--- config.mk ---
export PLATFORM = sky130hd
export DESIGN_NAME = frogger_game_sequencer
export DESIGN_NICKNAME = d
export VERILOG_FILES = /design/src/rtl/frogger_pkg.sv /design/src/rtl/edge_pulse.sv /design/src/rtl/frogger_game_sequencer.sv
export SDC_FILE = /design/constraint.sdc
export NUM_CORES = 1
export LEC_CHECK = 0
export CAP_MARGIN = 10
export CORE_UTILIZATION = 52
export DETAILED_ROUTE_END_ITERATION = 10
export HOLD_SLACK_MARGIN = 0.02
export PLACE_DENSITY = 0.82
export SLEW_MARGIN = 20
export SYNTH_ARGS = -nofsm -noshare
export SYNTH_HDL_FRONTEND = slang
export SYNTH_HIERARCHICAL = 1
export SYNTH_SLANG_ARGS = --single-unit
--- constraint.sdc ---
create_clock -name i_Clk -period 2.6 [get_ports i_Clk]
set_clock_uncertainty 0.15 [all_clocks]
set_input_delay 0.52 -clock i_Clk [delete_from_list [all_inputs] [get_ports i_Clk]]
set_output_delay 0.52 -clock i_Clk [all_outputs]
set_load 0.02 [all_outputs]
--- src/rtl/frogger_pkg.sv ---
// Shared encodings and playfield constants for the Frogger game sequencer.
package frogger_pkg;

  typedef enum logic [2:0] {
    StIdle     = 3'b000,
    StRunning  = 3'b001,
    StDying    = 3'b010,
    StScored   = 3'b011,
    StGameOver = 3'b100
  } state_e;

  // Lily pads sit in columns 1, 4, 7, 10 and 13 of row 0.
  localparam logic [13:0] LilyMask      = 14'h2492;
  localparam logic [5:0]  WaterRowFirst = 6'd1;
  localparam logic [5:0]  WaterRowLast  = 6'd5;
  localparam logic [5:0]  StartX        = 6'd7;
  localparam logic [5:0]  StartY        = 6'd12;
  localparam logic [2:0]  LevelMax      = 3'd7;

endpackage

--- src/rtl/edge_pulse.sv ---
// Registered single-cycle pulse on a chosen edge of a level input.
module edge_pulse #(
  parameter bit Rise     = 1'b1,
  parameter bit ResetVal = 1'b1
) (
  input  logic clk_i,
  input  logic rst_i,
  input  logic level_i,
  output logic pulse_o
);

  logic hist_q;
  logic pulse_q;

  always_ff @(posedge clk_i) begin
    if (rst_i) begin
      hist_q  <= ResetVal;
      pulse_q <= 1'b0;
    end else begin
      hist_q  <= level_i;
      pulse_q <= Rise ? (level_i & ~hist_q) : (~level_i & hist_q);
    end
  end

  assign pulse_o = pulse_q;

endmodule

--- src/rtl/frogger_game_sequencer.sv ---
// Top-level Frogger game FSM: sequences play, death, scoring and game over,
// and owns score, lives and level.
module frogger_game_sequencer
  import frogger_pkg::*;
#(
  parameter int unsigned c_GAME_WIDTH    = 14,
  parameter int unsigned c_GAME_HEIGHT   = 13,
  parameter int unsigned c_LIVES         = 3,
  parameter int unsigned c_SCORE_LIMIT   = 99,
  parameter int unsigned c_PTS_PER_LEVEL = 5,
  parameter int unsigned c_DEATH_FRAMES  = 60,
  parameter int unsigned c_SCORED_FRAMES = 30
) (
  input  logic        i_Clk,
  input  logic        i_Rst,
  input  logic        i_Game_Start,
  input  logic        i_VSync,
  input  logic [5:0]  i_Frogger_X,
  input  logic [5:0]  i_Frogger_Y,
  input  logic [17:0] i_Car_X,
  input  logic [17:0] i_Car_Y,
  output logic [2:0]  o_State,
  output logic        o_Game_Active,
  output logic        o_Frog_Reset,
  output logic [6:0]  o_Score,
  output logic [1:0]  o_Lives,
  output logic [2:0]  o_Level
);

  localparam logic [6:0] ScoreLimit  = 7'(c_SCORE_LIMIT);
  localparam logic [6:0] PtsLast     = 7'(c_PTS_PER_LEVEL - 1);
  localparam logic [6:0] ScoredLast  = 7'(c_SCORED_FRAMES - 1);
  localparam logic [6:0] DeathLast   = 7'(c_DEATH_FRAMES - 1);
  localparam logic [1:0] LivesInit   = 2'(c_LIVES);

  state_e      state_q, state_d;
  logic [6:0]  score_q, score_d;
  logic [6:0]  pts_q, pts_d;
  logic [1:0]  lives_q, lives_d;
  logic [2:0]  level_q, level_d;
  logic [6:0]  frame_q, frame_d;
  logic        frog_reset_q, frog_reset_d;
  logic        mask_q;
  logic [5:0]  frog_x_q, frog_y_q;
  logic [17:0] car_x_q, car_y_q;

  logic start_evt;
  logic frame_tick;

  edge_pulse #(.Rise(1'b1), .ResetVal(1'b1)) u_start_edge (
    .clk_i   (i_Clk),
    .rst_i   (i_Rst),
    .level_i (i_Game_Start),
    .pulse_o (start_evt)
  );

  edge_pulse #(.Rise(1'b0), .ResetVal(1'b1)) u_vsync_edge (
    .clk_i   (i_Clk),
    .rst_i   (i_Rst),
    .level_i (i_VSync),
    .pulse_o (frame_tick)
  );

  // Hazard decode from registered positions.
  logic [63:0] lily_cols;
  logic        in_field, pad, car_hit, drown, wall, hazards_live;

  assign lily_cols = 64'(LilyMask);
  assign in_field  = (frog_x_q < 6'(c_GAME_WIDTH)) && (frog_y_q < 6'(c_GAME_HEIGHT));
  assign pad       = in_field && (frog_y_q == 6'd0) && lily_cols[frog_x_q];
  assign drown     = in_field && (frog_y_q >= WaterRowFirst) && (frog_y_q <= WaterRowLast);
  assign wall      = in_field && (frog_y_q == 6'd0) && !pad;

  always_comb begin
    car_hit = 1'b0;
    for (int n = 0; n < 3; n++) begin
      if (frog_x_q == car_x_q[6*n +: 6] && frog_y_q == car_y_q[6*n +: 6]) car_hit = 1'b1;
    end
  end

  // The frog position lags the respawn pulse, so skip the pulse cycle and the one after.
  assign hazards_live = !frog_reset_q && !mask_q;

  always_comb begin
    state_d      = state_q;
    score_d      = score_q;
    pts_d        = pts_q;
    lives_d      = lives_q;
    level_d      = level_q;
    frame_d      = frame_q;
    frog_reset_d = 1'b0;
    case (state_q)
      StIdle, StGameOver: begin
        if (start_evt) begin
          state_d      = StRunning;
          frog_reset_d = 1'b1;
          score_d      = 7'd0;
          pts_d        = 7'd0;
          lives_d      = LivesInit;
          level_d      = 3'd0;
        end
      end
      StRunning: begin
        if (hazards_live) begin
          if (pad) begin
            state_d = StScored;
            frame_d = 7'd0;
            if (score_q < ScoreLimit) begin
              score_d = score_q + 7'd1;
              if (pts_q == PtsLast) begin
                pts_d = 7'd0;
                if (level_q != LevelMax) level_d = level_q + 3'd1;
              end else begin
                pts_d = pts_q + 7'd1;
              end
            end
          end else if (car_hit || drown || wall) begin
            state_d = StDying;
            frame_d = 7'd0;
            if (lives_q != 2'd0) lives_d = lives_q - 2'd1;
          end
        end
      end
      StScored: begin
        if (frame_tick) begin
          if (frame_q == ScoredLast) begin
            frame_d = 7'd0;
            if (score_q == ScoreLimit) begin
              state_d = StGameOver;
            end else begin
              state_d      = StRunning;
              frog_reset_d = 1'b1;
            end
          end else begin
            frame_d = frame_q + 7'd1;
          end
        end
      end
      StDying: begin
        if (frame_tick) begin
          if (frame_q == DeathLast) begin
            frame_d = 7'd0;
            if (lives_q == 2'd0) begin
              state_d = StGameOver;
            end else begin
              state_d      = StRunning;
              frog_reset_d = 1'b1;
            end
          end else begin
            frame_d = frame_q + 7'd1;
          end
        end
      end
      default: state_d = StIdle;
    endcase
  end

  always_ff @(posedge i_Clk) begin
    if (i_Rst) begin
      state_q      <= StIdle;
      score_q      <= 7'd0;
      pts_q        <= 7'd0;
      lives_q      <= LivesInit;
      level_q      <= 3'd0;
      frame_q      <= 7'd0;
      frog_reset_q <= 1'b0;
      mask_q       <= 1'b0;
      frog_x_q     <= StartX;
      frog_y_q     <= StartY;
      car_x_q      <= '0;
      car_y_q      <= '0;
    end else begin
      state_q      <= state_d;
      score_q      <= score_d;
      pts_q        <= pts_d;
      lives_q      <= lives_d;
      level_q      <= level_d;
      frame_q      <= frame_d;
      frog_reset_q <= frog_reset_d;
      mask_q       <= frog_reset_q;
      frog_x_q     <= i_Frogger_X;
      frog_y_q     <= i_Frogger_Y;
      car_x_q      <= i_Car_X;
      car_y_q      <= i_Car_Y;
    end
  end

  assign o_State       = state_q;
  assign o_Game_Active = (state_q == StRunning);
  assign o_Frog_Reset  = frog_reset_q;
  assign o_Score       = score_q;
  assign o_Lives       = lives_q;
  assign o_Level       = level_q;

endmodule

**Word level (Yosys, flattened, before mapping)**

Memory sizes are Yosys's and may differ from the RTL's. A register that Yosys moved wholly into a read port is not among the register bits.
Index checks and enable logic that the tools add are counted.

- Register bits after elaboration: 83
- Bits in latches: 0
- RAM bits: 0
- Memory bits (read-only): 64
- Input port bits: 52
- Output and inout bits: 17
- Logic and storage cells: 143
- Memories: 1

- Add/subtract/negate cells: 5
- Multipliers: 0
- Divide/modulo/power cells: 0
- Magnitude comparators: 6
- Eq/ne operators: 29
- Shifts and indexed selects: 0
- Multiplexer cells: 55
- Bitwise logic cells: 4
- Reductions and logical operators: 27

Memory list:

| memory | depth | bits a word | rd ports | clocked after memory_dff | wr ports | line | RTL |
|---|---|---|---|---|---|---|---|
| (no name shown) | 64 | 1 | 1 | 1 | 0 | frogger_game_sequencer.sv:70 | `assign pad = in_field && (frog_y_q == 6'd0) && lily_cols[frog_x_q];` |

Operator list:

| cell | number |
|---|---|
| two-way mux 7 bit | 15 |
| two-way mux 3 bit | 16 |
| equality test 6 bit | 6 |
| case mux 7 bit (2 select lines) | 2 |
| adder 7 x 1 -> 7 bit, second input constant | 3 |
| case mux 7 bit (3 select lines) | 1 |
| != test 2 x 1 -> 1 bit, second input constant | 10 |
| AND reduction 7 bit | 2 |
| less-than comparator 6 x 4 -> 1 bit, second input constant | 2 |
| case mux 3 bit (4 select lines) | 1 |
| two-way mux 1 bit | 11 |
| logical AND 1 bit | 10 |
| two-way mux 2 bit | 5 |
| AND reduction 5 bit | 2 |
| equality test 7 x 3 -> 1 bit, second input constant | 1 |
| equality test 7 x 5 -> 1 bit, second input constant | 1 |
| equality test 7 x 6 -> 1 bit, second input constant | 1 |
| equality test 7 bit, second input constant | 1 |
| less-than comparator 6 x 7 -> 1 bit, second input constant | 1 |
| less-than comparator 7 bit, second input constant | 1 |
| equality test 3 x 2 -> 1 bit, second input constant | 2 |
| >= comparator 6 x 1 -> 1 bit, second input constant | 1 |
| less-or-equal comparator 6 x 3 -> 1 bit, second input constant | 1 |
| zero test 6 bit | 1 |
| 21 further kinds | 29 |

**Longest topological paths before layout**

Gate-level depths: netlist of run 1.

- Word-level depth: 11
- Gate-level depth with buffers: 10
- Depth with buffers taken out: 8

**By module**

The synthesis of run 1 kept the hierarchy.

Modules (own cells, without submodules):

| module | times used | cells an instance | area an instance (sq um) | seq. area each (sq um) |
|---|---|---|---|---|
| frogger_game_sequencer | 1 | 382 | 3619.7 | 1601.5 |
| edge_pulse (u_start_edge) | 1 | 4 | 58.8 | 40.0 |
| edge_pulse (u_vsync_edge) | 1 | 4 | 53.8 | 40.0 |

**Worst setup path after synthesis of run 1**

No wires, ideal clock.

- Kind: flip-flop to flip-flop
- From: register state_q[2] (netlist: o_State[2])
- To: register score_q[2] (netlist: o_Score[2])
- Library setup time: 116 ps
- Arrival time: 1887 ps
- Data required time: 2334 ps
- Slack: 447 ps
- Stages on the path, launching flop included: 11
- Path buffers: 2
- Period minus slack after synthesis: 2153 ps
- Cells stage by stage: dfxtp_1 -> buf_4 -> nor2_2 -> nand2_4 -> inv_4 -> and3_1 -> a221oi_4 -> buf_6 -> nand2_2 -> xor2_1 -> nor2_2

- Elaborated cells on any way between the ends: 11
- Those cells by class: eq/ne: 6; mux: 1; reduce/logical: 4

RTL lines:

| element | line | RTL |
|---|---|---|
| start, declared | frogger_game_sequencer.sv:36 | `state_e state_q, state_d;` |
| start signal, assigned | frogger_game_sequencer.sv:160 | `state_q <= StIdle;` |
| start signal, assigned | frogger_game_sequencer.sv:173 | `state_q <= state_d;` |
| equality test 3 x 1 -> 1 bit * | - |  |
| via o_Game_Active | frogger_game_sequencer.sv:23 | `output logic o_Game_Active,` |
| != test 2 x 1 -> 1 bit (no source line) / nonzero test 2 bit (equally long branches) | - |  |
| AND reduction 5 bit (no source line) | - |  |
| end signal, assigned | frogger_game_sequencer.sv:174 | `score_q <= score_d;` |
| end, declared | frogger_game_sequencer.sv:37 | `logic [6:0] score_q, score_d;` |

The timed path passes the listed nets; every way through them passes the cells marked *.
A chain may end at the register's enable or synchronous reset.

**Final worst setup path of run 1**

- From: register frog_x_q[5]
- To: register lives_q[0] (netlist: o_Lives[0])

- Cells in the longest elaborated chain, start to end: 9
- Elaborated cells on any way between the ends: 22
- Those cells by class: order compare: 1; eq/ne: 5; mux: 3; reduce/logical: 13

RTL lines:

| element | line | RTL |
|---|---|---|
| start, declared | frogger_game_sequencer.sv:44 | `logic [5:0] frog_x_q, frog_y_q;` |
| start signal, assigned | frogger_game_sequencer.sv:168 | `frog_x_q <= StartX;` |
| start signal, assigned | frogger_game_sequencer.sv:181 | `frog_x_q <= i_Frogger_X;` |
| less-than comparator 6 x 4 -> 1 bit / equality test 6 bit (equally long branches) | frogger_game_sequencer.sv:69, frogger_game_sequencer.sv:77 |  |
| logical AND 1 bit, on equally long branches | frogger_game_sequencer.sv:69, frogger_game_sequencer.sv:77 |  |
| logical AND 1 bit / two-way mux 1 bit (equally long branches) | frogger_game_sequencer.sv:70, frogger_game_sequencer.sv:72, frogger_game_sequencer.sv:77 |  |
| logical AND 1 bit / two-way mux 1 bit (equally long branches) | frogger_game_sequencer.sv:70, frogger_game_sequencer.sv:77 |  |
| zero test 1 bit / two-way mux 1 bit (equally long branches) | frogger_game_sequencer.sv:72, frogger_game_sequencer.sv:77 |  |
| logical AND 1 bit / logical OR 1 bit (equally long branches) | frogger_game_sequencer.sv:72, frogger_game_sequencer.sv:117 |  |
| logical OR 1 bit | frogger_game_sequencer.sv:117 | `end else if (car_hit \|\| drown \|\| wall) begin` |
| != test 2 x 1 -> 1 bit (no source line) | - |  |
| AND reduction 6 bit (no source line) * | - |  |
| end signal, assigned | frogger_game_sequencer.sv:163 | `lives_q <= LivesInit;` |
| end signal, assigned | frogger_game_sequencer.sv:176 | `lives_q <= lives_d;` |
| end, declared | frogger_game_sequencer.sv:39 | `logic [1:0] lives_q, lives_d;` |

Every way passes the cells marked *; elsewhere a longest branch is shown, timed or not.

==> results.ini, run 1 <==
[synthesis]
synth_edf_count = 0
yosysTopAreaCell = dfxtp_1
synth.most_common_cell = dfxtp_1
yosys_register_bits = 84
dominantRegCellSynth = dfxtp_1
synth_top_cell_area_share_pct = 45.06
ys_seq_area_share_pct = 45.06
synth.net_count = 452
synthTopCellsByCount = 84 x dfxtp_1, 48 x nor2b_1, 45 x xor2_1
synth.distinct_cells = 54
syn-instance-count = 390
synthArstFlopShare_pct = 0
ys_top_cells_by_area = dfxtp_1 45%, xor2_1 11%, nor2b_1 8.0%, ha_1 3.4%, nor2_1 2.4%
ys_warn_count = 6
synth_area_um2 = 3732
avgSynthCellArea_um2 = 9.570

[cells_and_area]
num-fill-cells = 551
multi_input_area_um2 = 1931
syn_to_final_growth_pct = 25.21
diodes = 0
drive_gt1_share_pct = 10.54
regArea_um2 = 1682
fin_nets = 522

[routing]
drc = 0
drt_first_pass_iters = 4
wire_per_inst_um = 13.43
wirelength_mm = 7.534
via_count = 2907
drtIter0Drc = 98
via_per_inst = 5.182
postRouteAntennaNets = 0

[clocking]
post-cts-setup-buffers = 0
postCtsHoldBufs = 0
htree_levels = 3
cts_root_buf = clkbuf_8
clockBufferDepth = 2
clock-sinks = 84
insertion_delay_ns = 0.36
clkSlewWorstSetupHoldPaths_ns = 0.09
cts_buffers = 9
cts_tree = yes

[die]
num_rows = 30
die_w_um = 86.72
coreArea_um2 = 6869
die_area_um2 = 7520
pin_count = 69
start_util_pct = 54.34
fp.dieH_um = 86.72

[power_and_ir_drop]
p_leak_nw = 1.870
p_per_area_nw_per_um2 = 665.2
total_power_mw = 3.109
worst_ir_drop_vdd_uv = 429.1

[critical_path]
end_kind = register
cp-start-kind = register
critPathArrivalTime_ns = 2.35
crit_type = register to register
path_max_fanout = 5
cp_data_required_time_ns = 2.67

[timing]
slew_headroom_pct = 65.74
finalCritPeriodShare_pct = 87.70
finalSetupViolations = 0
min_period_ns = 2.280
hold_viol = 0
rsz0062_at_grt = no
tightest_slew_ns = 0.5127
fin_ws_ns = 0.3198
fmax_ghz = 0.4386
fin_hold_ws_ns = 0.2606
slew_violations = 0
fin_setup_tns_ns = 0

[placed_design]
dp_hpwl_mm = 5.800
dp_slack_ns = 0.2714
routabilityCongestion = 0.8778
port_buffers = 68

[global_routing]
antenna_found_initial = 0
grt_pass1_wl_mm = 12.58
grt_max_degree = 32
grt_pass1_vias = 2789
grt_use_total_pct = 21.71
grt_overflow = 0

[hold_path]
hold_path.class = register to register

[status]
status = completed

[job]
max_cap_violations = 0

-- critical path: stages (launching register included) --
cell	delay (ns)
dfxtp_1	0.38
xor2_1	0.18
nor4_1	0.45
nand3_1	0.17
and4_1	0.29
a2111oi_0	0.42
o21ai_1	0.10
-- cell families (layout without fill, tap and decap cells) --
logic type,after synthesis,after routing,share of synthesized area (%)
fa+ha+maj,10,10,3.352
flops,84,84,45.06
simple gates,175,175,28.16
mux,5,5,1.341
xor+xnor,46,46,10.79
compound gates,45,45,8.080
buf+inv,25,100,3.218
-- repair_timing --
action                                 in CTS  in global routing
gates resized for setup                     0                  1
setup endpoints to repair                   0                  1
endpoints found under the hold margin       0                  0
-- registers in the layout (all words and copies together) (netlist names), named ones only --
signal	count
frog_y_q	6
o_Lives	2
u_start_edge/pulse_o	1
pts_q	7
frame_q	7
o_State	3
mask_q	1
car_x_q	18
o_Score	7
o_Frog_Reset	1
u_vsync_edge/pulse_o	1
u_start_edge/hist_q	1
o_Level	3
frog_x_q	6
u_vsync_edge/hist_q	1
car_y_q	18
-- placed cells by master (no fill, tap or decap), types with 8 or more instances in the layout --
cell	synthesis	routed
dfxtp_1	84	84
clkdlybuf4s50_1	0	66
nor2b_1	48	48
xor2_1	45	45
nor2_1	24	24
nand2_1	17	17
a21oi_1	17	17
inv_1	10	10
nand3_1	10	10
nand4_1	10	10
nor4_1	10	10
ha_1	10	10
clkbuf_8	0	9
or2_2	8	8
-- worst paths after layout --
path | slack (ns) | startpoint | to | cells past startpoint
worst max-delay path | 0.32 | frog_x_q[5] | o_Lives[0] | 6
worst min-delay path | 0.26 | u_start_edge/hist_q | u_start_edge/pulse_o | 1
worst max register to register | 0.32 | frog_x_q[5] | o_Lives[0] | 6
worst min register to register | 0.26 | u_start_edge/hist_q | u_start_edge/pulse_o | 1
-- cell type report --
type,instances,share of cell area [%]
clock buffer,9,2.651
clock inverter,7,1.232
inverter,11,0.9371
multi-input combinational,281,41.31
sequential,84,35.98
tap,96,2.570
timing repair buffer,73,15.31
-- report_power, final --
group,switching [mW],leakage (nW),internal [mW],total (mW)
Clock,0.500,0.0886,0.362,0.862
Combinational,0.425,1.09,0.365,0.790
Sequential,0.0968,0.692,1.36,1.46
-- stage by stage --
step / utilization (%) / instance area, um^2 / instances
after floorplan: - / 3732 / 390
after global placement: 65.36 / 4489 / 545
after detailed placement: 65.36 / 4489 / 545
after CTS: 68.00 / 4671 / 561
after global routing: 68.03 / 4673 / 561
final: 68.03 / 4673 / 561
-- per-layer routing --
layer	vias to the layer above	global-route usage, %	share of wire, %
met4	0	9.697	2.1
met2	79	38.67	49
li1	1468	-	-
met3	16	4.000	4.3
met5	-	0	0
met1	1344	25.37	44
Power figures use the tool's default switching activity.
==> run 2, diff against run 1 <==
Settings changed: CELL_PAD_IN_SITES_DETAIL_PLACEMENT from default to 0, CELL_PAD_IN_SITES_GLOBAL_PLACEMENT from default to 1, CORE_UTILIZATION 52 to 40, PLACE_DENSITY 0.82 to 0.83.
==> run 2 against run 1 <==
Wire length grew 6.5%. Power grew 8.7%. Global-route usage shrank 4.0 points. Clock power grew 31%. Critical path depth shrank 4. Final cell count grew 2.0%. Register-to-register slack is essentially flat. Hold slack gained 0.0024 ns. Fmax shrank 4.0%. Via count shrank 1.7%.
==> results.ini, run 2 (same netlist as run 1, synthesis figures left out) <==
[global_routing]
grt_use_total_pct = 17.74  ; -4.0 points
grt_pass1_vias = 2801  ; +0.43%
grt_overflow = 0  ; unchanged
antenna_found_initial = 0  ; unchanged
grt_pass1_wl_mm = 13.43  ; +6.8%
grt_max_degree = 62  ; +94%

[power_and_ir_drop]
p_clk_share_pct = 33.3  ; +5.6 points
p_leak_nw = 1.907  ; +2.0%
swShare_pct = 29.80  ; -3.1 points
combPwrFrac_pct = 23.5  ; -1.9 points
p_int_mw = 2.371  ; +14%
worst_ir_drop_vdd_uv = 289.0  ; -33%
p_per_area_nw_per_um2 = 709.8  ; +6.7%
p_sw_mw = 1.007  ; -1.5%
p_seq_share_pct = 43.1  ; -3.8 points

[cells_and_area]
design_area_um2 = 4760  ; +1.8%
drive_gt1_share_pct = 10.34  ; -0.19 points
layout_commonest_cell = dfxtp_1
diodes = 0  ; unchanged
syn_to_final_growth_pct = 27.52
fin_nets = 521  ; -0.19%
final_cell_mix = 84 x dfxtp_1, 66 x clkdlybuf4s50_1, 48 x nor2b_1, 45 x xor2_1, 24 x nor2_1
largest_registers = car_x_q (18), car_y_q (18)

[timing]
tightest_slew_ns = 0.4922  ; -0.02054 ns
slew_headroom_pct = 67.12  ; +1.4 points
finalSetupViolations = 0  ; unchanged
finalCritPeriodShare_pct = 91.38  ; +3.7 points
slew_violations = 0  ; unchanged
fin_hold_ws_ns = 0.2630  ; +0.002392 ns
hold_viol = 0  ; unchanged
min_period_ns = 2.376  ; +0.09561 ns
fmax_ghz = 0.4209  ; -4.0%
rsz0062_at_grt = no
fin_setup_tns_ns = 0  ; unchanged

[routing]
drt_first_pass_iters = 4  ; unchanged
via_count = 2859  ; -1.7%
via_per_inst = 4.998  ; -3.5%
wire_per_inst_um = 14.03  ; +4.5%
postRouteAntennaNets = 0  ; unchanged
drc = 0  ; unchanged
wirelength_mm = 8.026  ; +6.5%
drtIter0Drc = 81  ; -17%

[die]
start_util_pct = 41.98  ; -12 points
coreArea_um2 = 8891  ; +29%
num_rows = 34  ; +13%
pin_count = 69  ; unchanged
fp.dieH_um = 98.60  ; +14%
die_area_um2 = 9721  ; +29%
die_w_um = 98.60  ; +14%

[clocking]
clock-sinks = 84  ; unchanged
insertion_delay_ns = 0.35  ; about the same
cts_root_buf = clkbuf_8
cts_resized = 0  ; unchanged
clockBufferDepth = 2  ; unchanged
htree_levels = 3  ; unchanged
cts_tree = yes
postCtsHoldBufs = 0  ; unchanged
post-cts-setup-buffers = 0  ; unchanged
cts_buffers = 9  ; unchanged
clkSlewWorstSetupHoldPaths_ns = 0.09  ; about the same

[critical_path]
path_max_fanout = 8  ; +3
end_kind = primary output
path_cells = buf_4 > clkdlybuf4s50_1
crit_type = register to primary output
cp_data_required_time_ns = 1.93  ; -0.74 ns
slowest_delay_ns = 0.61  ; +0.16 ns
cp-start-kind = register
crit_slowest_cell = clkdlybuf4s50_1
critPathArrivalTime_ns = 1.71  ; -0.64 ns

[placed_design]
placed_area_um2 = 4509  ; +0.45%
routabilityCongestion = 0.8496  ; -3.2%
dp_hpwl_mm = 6.027  ; +3.9%
port_buffers = 68  ; unchanged

[hold_path]
hold_path.class = register to register

[job]
max_cap_violations = 0  ; unchanged

[status]
status = completed

-- run 2: cell types whose count changed in the layout (fill, tap and decap cells not counted), sizes merged --
| cell | before | now |
|---|---|---|
| inv | 15 | 12 |
| clkinv | 1 | 3 |
| buf | 6 | 5 |
| bufinv | 0 | 3 |
| clkinvlp | 2 | 0 |
-- run 2: path summary, 6_finish.rpt --
kind / to / slack (ns) / cells past startpoint / from
min: u_start_edge/pulse_o / 0.26 / 1 / u_start_edge/hist_q
max: o_State[0] / 0.22 / 2 / o_State[0]
min reg2reg: u_start_edge/pulse_o / 0.26 / 1 / u_start_edge/hist_q
max reg2reg: o_Score[3] / 0.31 / 9 / o_State[1]
-- run 2: layout make-up --
cell class	instances	area (um^2)
clock buffers	9	123.9
clock inverters	7	123.9
fillers	817	4131
inverters	11	43.79
multi-input cells	281	1931
flip-flops and latches	84	1682
well taps	108	135.1
repair buffers	72	720.7
-- run 2: critical path: cells and delay by family (launching register included) --
kind,cells,cell delay (ns)
flops,1,0.52
buf+inv,2,0.83
-- run 2: power by group through the flow --
stage	combinational (mW)	sequential [mW]	clock, mW
3_5_place_dp	0.797	1.49	0
4_1_cts	0.800	1.46	1.15
5_1_grt	0.875	1.47	1.20
6_report	0.795	1.46	1.13
2_1_floorplan	0.549	1.47	0
3_3_place_gp	0.790	1.48	0
-- run 2: metal layers --
| layer | wire [um] | global-route usage (%) | vias to the layer above |
|---|---|---|---|
| met3 | 270 | 3.050 | 14 |
| li1 | - | - | 1463 |
| met1 | 3757 | 22.35 | 1315 |
| met2 | 3844 | 29.90 | 67 |
| met4 | 154 | 7.807 | 0 |
| met5 | 0 | 0 | - |
-- run 2: stage by stage --
step	setup WS (ns)	util, %	cells	power, mW
finish	0.2242	53.53	572	3.378
global route	0.1611	53.53	572	3.548
CTS	0.07839	53.50	572	3.408
detailed placement	0.2590	50.72	556	2.284
global placement	0.3022	50.72	556	2.274
floorplan	0.4472	-	390	2.021
